<file path="src/rtl/pipe_ctrl_pkg.sv">
// Shared encodings for the pipeline stall/flush sequencer: stall-source priority,
// fetch-cancel FSM states and the per-segment control bundle.
package pipe_ctrl_pkg;

   typedef enum logic [2:0] {
      SRC_NONE,
      SRC_FLUSH,
      SRC_MEM,
      SRC_DIV,
      SRC_LDUSE,
      SRC_FETCH
   } stall_src_e;

   typedef enum logic {
      ST_RUN,
      ST_DRAIN
   } fetch_state_e;

   // en/flush bit order: [3]=IF/ID, [2]=ID/EX, [1]=EX/MEM, [0]=MEM/WB
   typedef struct packed {
      logic       redirect;
      logic       pc_en;
      logic [3:0] en;
      logic [3:0] flush;
   } seg_ctrl_t;

   function automatic stall_src_e prio_encode(input logic flush, input logic mem,
                                              input logic div, input logic lduse,
                                              input logic fetch);
      if (flush)      return SRC_FLUSH;
      else if (mem)   return SRC_MEM;
      else if (div)   return SRC_DIV;
      else if (lduse) return SRC_LDUSE;
      else if (fetch) return SRC_FETCH;
      else            return SRC_NONE;
   endfunction

   // Every stall holds the stages upstream of its source and bubbles the segment just below it.
   function automatic seg_ctrl_t seg_ctrl(input stall_src_e src);
      seg_ctrl_t c;
      c.redirect = 1'b0;
      c.pc_en    = 1'b1;
      c.en       = 4'b1111;
      c.flush    = 4'b0000;
      case (src)
         SRC_FLUSH: begin c.redirect = 1'b1; c.flush = 4'b1111; end
         SRC_MEM:   begin c.pc_en = 1'b0; c.en = 4'b0001; c.flush = 4'b0001; end
         SRC_DIV:   begin c.pc_en = 1'b0; c.en = 4'b0011; c.flush = 4'b0010; end
         SRC_LDUSE: begin c.pc_en = 1'b0; c.en = 4'b0111; c.flush = 4'b0100; end
         SRC_FETCH: begin c.pc_en = 1'b0; c.en = 4'b1111; c.flush = 4'b1000; end
         default:   ;
      endcase
      return c;
   endfunction

endpackage

</file>
<file path="src/rtl/pipe_ctrl_fetch_cancel_ctr.sv">
// Outstanding-fetch tracker: counts in-flight instruction requests and, after a
// redirect, marks the responses of the cancelled fetches for discard.
module fetch_cancel_ctr
   import pipe_ctrl_pkg::*;
#(
   parameter int MAX_OUTST = 2,
   parameter int CNT_W     = 2
) (
   input  logic clk,
   input  logic resetn,
   input  logic flush,
   input  logic inst_req_fire,
   input  logic inst_data_ok,
   output logic fetch_allow,
   output logic inst_discard
);

   localparam logic [CNT_W-1:0] MAX_CNT = CNT_W'(MAX_OUTST);

   fetch_state_e     state_q;
   logic [CNT_W-1:0] outst_q;
   logic [CNT_W-1:0] outst_d;
   logic [CNT_W-1:0] cancel_q;
   logic [CNT_W:0]   outst_sum;

   always_comb begin
      outst_sum = {1'b0, outst_q} + {{CNT_W{1'b0}}, inst_req_fire};
      if (inst_data_ok && outst_sum == '0) outst_d = '0;
      else outst_d = CNT_W'(outst_sum - {{CNT_W{1'b0}}, inst_data_ok});
   end

   assign fetch_allow  = (outst_q < MAX_CNT) | inst_data_ok;
   assign inst_discard = (state_q == ST_DRAIN) & inst_data_ok;

   // outst_d is the count that survives this cycle, i.e. exactly the responses a redirect must cancel.
   always_ff @(posedge clk or negedge resetn) begin
      if (!resetn) begin
         state_q  <= ST_RUN;
         outst_q  <= '0;
         cancel_q <= '0;
      end else begin
         outst_q <= outst_d;
         case (state_q)
            ST_RUN: begin
               if (flush && outst_d != '0) begin
                  state_q  <= ST_DRAIN;
                  cancel_q <= outst_d;
               end
            end
            ST_DRAIN: begin
               if (flush) begin
                  cancel_q <= outst_d;
                  if (outst_d == '0) state_q <= ST_RUN;
               end else if (inst_data_ok) begin
                  cancel_q <= cancel_q - CNT_W'(1);
                  if (cancel_q == CNT_W'(1)) state_q <= ST_RUN;
               end
            end
            default: state_q <= ST_RUN;
         endcase
      end
   end

   a_no_overissue: assert property (@(posedge clk) disable iff (!resetn)
      !(inst_req_fire && !fetch_allow));
   a_no_underflow: assert property (@(posedge clk) disable iff (!resetn)
      !(inst_data_ok && outst_q == '0));

endmodule

</file>
<file path="src/rtl/pipe_ctrl.sv">
// Central stall/flush sequencer for the 5-stage pipeline: priority-arbitrates stall
// sources into segment enables/flushes and carries the delay-slot flag over IF bubbles.
module pipe_ctrl
   import pipe_ctrl_pkg::*;
#(
   parameter int MAX_OUTST = 2,
   parameter int CNT_W     = 2
) (
   input  logic clk,
   input  logic resetn,
   input  logic if_wait,
   input  logic mem_wait,
   input  logic ex_div_busy,
   input  logic id_load_use,
   input  logic id_branch,
   input  logic mem_exc,
   input  logic mem_eret,
   input  logic inst_req_fire,
   input  logic inst_data_ok,
   output logic fetch_allow,
   output logic inst_discard,
   output logic redirect,
   output logic pc_en,
   output logic if_id_en,
   output logic id_ex_en,
   output logic ex_mem_en,
   output logic mem_wb_en,
   output logic if_id_flush,
   output logic id_ex_flush,
   output logic ex_mem_flush,
   output logic mem_wb_flush,
   output logic id_bd_in
);

   stall_src_e src;
   seg_ctrl_t  ctrl;
   logic       flush;
   logic       bd_pending_q;
   logic       bd_pending_d;

   assign flush = mem_exc | mem_eret;

   fetch_cancel_ctr #(
      .MAX_OUTST (MAX_OUTST),
      .CNT_W     (CNT_W)
   ) u_fetch_cancel_ctr (
      .clk           (clk),
      .resetn        (resetn),
      .flush         (flush),
      .inst_req_fire (inst_req_fire),
      .inst_data_ok  (inst_data_ok),
      .fetch_allow   (fetch_allow),
      .inst_discard  (inst_discard)
   );

   always_comb begin
      src  = prio_encode(flush, mem_wait, ex_div_busy, id_load_use, if_wait | inst_discard);
      ctrl = seg_ctrl(src);
   end

   assign redirect     = ctrl.redirect;
   assign pc_en        = ctrl.pc_en;
   assign if_id_en     = ctrl.en[3];
   assign id_ex_en     = ctrl.en[2];
   assign ex_mem_en    = ctrl.en[1];
   assign mem_wb_en    = ctrl.en[0];
   assign if_id_flush  = ctrl.flush[3];
   assign id_ex_flush  = ctrl.flush[2];
   assign ex_mem_flush = ctrl.flush[1];
   assign mem_wb_flush = ctrl.flush[0];

   // A branch leaving ID behind an IF bubble leaves its slot flag pending until a real fetch lands.
   always_comb begin
      bd_pending_d = bd_pending_q;
      case (src)
         SRC_FLUSH, SRC_NONE: bd_pending_d = 1'b0;
         SRC_FETCH:           bd_pending_d = bd_pending_q | id_branch;
         default:             ;
      endcase
   end

   assign id_bd_in = id_branch | bd_pending_q;

   always_ff @(posedge clk or negedge resetn) begin
      if (!resetn) bd_pending_q <= 1'b0;
      else         bd_pending_q <= bd_pending_d;
   end

endmodule

</file>
<file path="config.mk">
export PLATFORM = sky130hd
export DESIGN_NAME = pipe_ctrl
export DESIGN_NICKNAME = d
export VERILOG_FILES = /design/src/rtl/pipe_ctrl_pkg.sv /design/src/rtl/pipe_ctrl_fetch_cancel_ctr.sv /design/src/rtl/pipe_ctrl.sv
export SDC_FILE = /design/constraint.sdc
export NUM_CORES = 1
export LEC_CHECK = 0
export ABC_AREA = 1
export ABC_CLOCK_PERIOD_IN_PS = 1770
export CAP_MARGIN = 40
export CORE_UTILIZATION = 26
export CTS_CLUSTER_SIZE = 12
export DETAILED_ROUTE_END_ITERATION = 8
export HOLD_SLACK_MARGIN = 0.05
export SLEW_MARGIN = 25
export SYNTH_ARGS = -nofsm -noshare
export SYNTH_HDL_FRONTEND = slang
export SYNTH_SLANG_ARGS = --single-unit
</file>
<file path="constraint.sdc">
create_clock -name clk -period 1.77 [get_ports clk]
set_clock_uncertainty 0.2 [all_clocks]
set_input_delay 0.354 -clock clk [delete_from_list [all_inputs] [get_ports clk]]
set_output_delay 0.354 -clock clk [all_outputs]
set_load 0.02 [all_outputs]
</file>
# Word level (Yosys, flattened, before mapping)
# Cells that the tools add are included.
# totals
regBits	6
output_inout_bits	13
elab_cells	51
# op_classes
n_addsub	3
n_lt_le_gt_ge	1
eq_ne	8
mux	20
bitwise	6
reduce_logical	9
# op_table
cell	n
4-bit case mux with 5 select lines	1
5-bit case mux with 4 select lines	1
3-bit 2-to-1 mux	5
2-bit 2-to-1 mux	4
3-bit by 2-bit equality test with 1-bit output, second input constant	2
3-bit equality test, second input constant	2
3-bit logical NOT	2
1-bit 2-to-1 mux	6
1-bit OR	4
1-bit case mux with 2 select lines	2
2-bit case mux with 2 select lines	1
2-bit nonzero test	2
2-bit by 1-bit adder with 3-bit output	1
3-bit by 1-bit equality test with 1-bit output, second input constant	1
3-bit by 2-bit != test with 1-bit output, second input constant	1
2-bit by 1-bit equality test with 1-bit output, second input constant	1
1-bit logical AND	2
2-bit logical NOT	1
2-bit < comparator, second input constant	1
2-bit by 1-bit != test with 1-bit output, second input constant	1
2-bit AND reduction	1
2-bit OR reduction	1
2-bit by 1-bit subtractor with 2-bit output	1
2-bit by 1-bit subtractor with 2-bit output, second input constant	1
2 further kinds	2

# Longest topological paths before layout
# logic_depth
word_depth	10
mapped_depth	12

# By module
# Synthesis repeated with hierarchy kept, for this count alone.
# unflattened
cells_unflattened	81
area_unflattened_um2	549.3
# modules_own_cells
mod	n_inst	cells_per_inst	area_per_inst_um2	seq_area_each_um2
fetch_cancel_ctr	1	46	350.3	125.1
pipe_ctrl	1	35	198.9	25.0

# Worst setup path after synthesis
# No wires, ideal clock.
# synth_path
kind	in2out
start	input port ex_div_busy
end	output port id_ex_flush
arrival_time_ns	1.260
setup_slack_ns	-0.044
cell_stages	2
n_path_buf	0
cell_sequence	or2_2 -> o31ai_1
# synth_between
elab_chain_cells	5
# synth_rtl
element	line_no	source
start: declaration	pipe_ctrl.sv:13	input logic ex_div_busy,
3-bit 2-to-1 mux (*)	pipe_ctrl_pkg.sv:32	else if (div) return SRC_DIV;
3-bit 2-to-1 mux (*)	pipe_ctrl_pkg.sv:31	else if (mem) return SRC_MEM;
3-bit 2-to-1 mux (*)	pipe_ctrl_pkg.sv:30	if (flush) return SRC_FLUSH;
3-bit equality test, or another cell as far along	pipe_ctrl_pkg.sv:45	case (src)
4-bit case mux with 5 select lines (*)	pipe_ctrl_pkg.sv:45	
end: declaration	pipe_ctrl.sv:29	output logic id_ex_flush,
# Mark *: on every way between the ends. The rest lies on a longest branch, timed or not.

# Final worst setup path
# layout_path
start	input port mem_eret
end	output port id_ex_flush
# layout_between
elab_chain_cells	4
# layout_rtl
element	line_no	source
start: declaration	pipe_ctrl.sv:17	input logic mem_eret,
1-bit OR (*)	pipe_ctrl.sv:41	assign flush = mem_exc | mem_eret;
3-bit 2-to-1 mux (*)	pipe_ctrl_pkg.sv:30	
3-bit equality test, or another cell as far along	pipe_ctrl_pkg.sv:45	
4-bit case mux with 5 select lines (*)	pipe_ctrl_pkg.sv:45	
# Marks and branches as above.

==> flow_metrics.py <==
metrics = {
    "worst_setup_path": {
        "worstReg2RegStart": "u_fetch_cancel_ctr.outst_q[0]",
        "path_buf_inv": 2,
        "required_ns": 1.22,
        "worstPathMaxFanout": 4,
        "crit_family": "buffers and inverters",
        "crit_type": "primary input to output port",
        "r2r_slack_ns": 0.04,
        "crit_arrival_ns": 1.31,
        "cp-start-kind": "primary input",
        "r2r_end": "u_fetch_cancel_ctr.cancel_q[1]",
        "cpMaxStageDelayCell": "o31ai_4",
        "reg2reg_depth": 11,
        "cpPeakStageDelay_ns": 0.27,
        "crit_chain": "dlygate4sd2_1 -> nor2_4 -> nand2_2 -> o31ai_4 -> buf_6",
        "end_kind": "output port",
    },
    "synth": {
        "synth_commonest_cells": "27 x nand2_1, 14 x inv_1, 6 x dfrtp_1",
        "synth_adder_area_share_pct": 10.1,
        "synth-xor-area-share_pct": 0,
        "ys_warn_count": 0,
        "yosys_register_bits": 6,
        "async_flop_share_pct": 100,
        "synth_top_family_by_area": "simple AND/OR/NAND/NOR gates",
        "synth_area_leaders": "dfrtp_1 30%, nand2_1 20%, inv_1 11%, ha_1 10%, o21ai_0 5.1%",
        "synth_flop_cell": "dfrtp_1",
        "netlist_area_sq_um": 495,
        "synthSimpleGateAreaFrac_pct": 36.6,
        "ys_types": 17,
        "yosysMostFrequentCell": "nand2_1",
        "avgSynthCellArea_sq_um": 6.61,
        "yosys.area.top_type": "dfrtp_1",
        "synthMuxAreaShare_pct": 0,
        "synthCells": 75,
        "synth_enable_flop_cells": 0,
        "synth_compound_area_share_pct": 9.34,
        "syn_nets": 90,
        "seq_area_frac_synth_pct": 30.3,
        "synth_top_area_share_pct": 30.3,
    },
    "route": {
        "num_vias": 608,
        "drtAntennaViolNets": 0,
        "finalWirelength_microns": 1480,
        "wl_per_cell_microns": 10.5,
        "drt_iter0_drc": 6,
        "via_per_inst": 4.31,
        "post-route-drc-count": 0,
        "dr.pass1.iters": 6,
    },
    "cts": {
        "hold_buffers": 0,
        "htreeDepth": 1,
        "cts_tree": "built",
        "clock_sinks": 6,
        "clkTransAtPathRegs_ns": 0.05,
        "clk_path_buf_depth": 2,
        "cts_made_buffers": 3,
        "clockRootBuffer": "clkbuf_4",
        "clock_latency_ns": 0.25,
    },
    "run_status": {
        "failed_checks": "setup timing",
        "status": "finished, violations left",
    },
    "flow_run": {
        "max_cap_violations": 0,
    },
    "global_route": {
        "grt_overflow": 0,
        "grt_pass1_vias": 564,
        "grt_max_degree": 7,
        "grt_antenna_before_repair": 0,
        "grt_pass1_wl_microns": 2210,
        "grtUsageTotal_pct": 14.8,
    },
    "timing": {
        "whs_ns": 0.152,
        "finalCriticalPeriod_ns": 1.87,
        "finalHoldViolCount": 0,
        "slew_viol_final": 0,
        "grt_setup_unrepaired": "yes",
        "setup_viol": 5,
        "fin_crit_sh_pct": 105,
        "max_freq_mhz": 536,
        "fin_ws_ns": -0.0952,
    },
    "finish": {
        "layout-drive-gt1-share_pct": 58.6,
        "area_delta_synth_final_pct": 99.2,
        "utilization_pct": 56.0,
        "nets": 133,
        "diodes": 0,
    },
    "floorplanning": {
        "die_x_microns": 45.7,
        "io_pins": 24,
        "initial_core_util_pct": 28.1,
        "die_y_microns": 45.7,
        "num_rows": 15,
        "die-area_sq_um": 2080,
        "core_region_area_sq_um": 1760,
    },
    "placement": {
        "routabilityCongestion": 0.695,
        "port-buffer-count": 22,
        "dp_hpwl_microns": 1020,
    },
    "hold_path": {
        "hp-class": "primary input to asynchronous set/reset pin",
    },
    "power": {
        "power.density_nw_per_um2": 1340,
        "vdd_drop_max_v": 0.000871,
        "power_leakage_nw": 0.504,
    },
}
## cell type report
cell class / count / area (sq um)
flip-flops and latches: 6 / 150
inverters: 15 / 56.3
clock buffers: 3 / 22.5
well taps: 25 / 31.3
repair buffers: 39 / 315
multi-input cells: 53 / 412
fillers: 175 / 777
## what timing repair did
item / CTS / global route
gates resized for setup: 70 / 33
pin swaps: 10 / 18
buffers inserted: 2 / 4
setup endpoints to repair: 15 / 13
endpoints found under the hold margin: 0 / 0
## power by group
group,total [W],switching (W),internal [W]
combinational,0.000949,0.000472,0.000477
sequential,0.000243,0.0000446,0.000199
clock,0.000129,0.0000522,0.0000769
total,0.00132,0.000569,0.000752
## layout by cell type, fill, tap and decap left out, types with 3 or more instances in the layout
master,Yosys,final
dfrtp_1,6,6
buf_2,0,3
clkbuf_4,0,3
nand2_2,1,12
buf_4,1,18
nor2_4,2,3
inv_1,14,8
o21ai_2,0,3
dlygate4sd2_1,0,9
nand3_1,4,3
nand2_1,27,13
o21ai_1,1,3
nand2_4,0,3
ha_4,0,3
inv_2,1,7
buf_6,0,5
## flip-flops by register name, indices dropped and copies added, names as in the netlist
register                     count
u_fetch_cancel_ctr.cancel_q      2
u_fetch_cancel_ctr.outst_q       2
bd_pending_q                     1
u_fetch_cancel_ctr.state_q       1
## worst max path at each step
| stage | startpoint | endpoint | depth (start not counted) |
|---|---|---|---|
| 6_report | mem_eret | id_ex_flush | 5 |
| 3_5_place_dp | inst_data_ok | if_id_en | 8 |
| 2_1_floorplan | u_fetch_cancel_ctr.state_q | if_id_flush | 4 |
| 3_3_place_gp | inst_data_ok | if_id_flush | 6 |
| 5_1_grt | u_fetch_cancel_ctr.state_q | id_ex_flush | 5 |
| 4_1_cts | u_fetch_cancel_ctr.state_q | id_ex_flush | 5 |
## metal layers
metal	track usage [%]	wire length, microns	vias up
met2	26.3	783	15
met3	1.19	67	2
met4	7.27	16	0
met5	0	0	-
li1	-	-	310
met1	17.8	610	281
## logic make-up (layout without fill, tap and decap cells)
logic type,after synthesis,count (layout)
other,1,1
AOI/OAI and AO/OA,8,8
adders and majority gates,4,4
and+or+nand+nor,40,40
DFF,6,6
buffers and inverters,16,57
## metrics by stage
stage	setup WS, ns	instances	TNS (ns)	area [sq um]	total power [W]
floorplan	-0.000380	75	-0.000380	500	0.000574
global placement	-0.777	133	-8.68	835	0.000816
detailed placement	-0.789	133	-8.88	835	0.000835
CTS	-0.111	138	-0.189	878	0.00107
global route	-0.142	141	-0.572	987	0.00144
finish	-0.0952	141	-0.238	987	0.00132
Power figures use the tool's default switching activity.
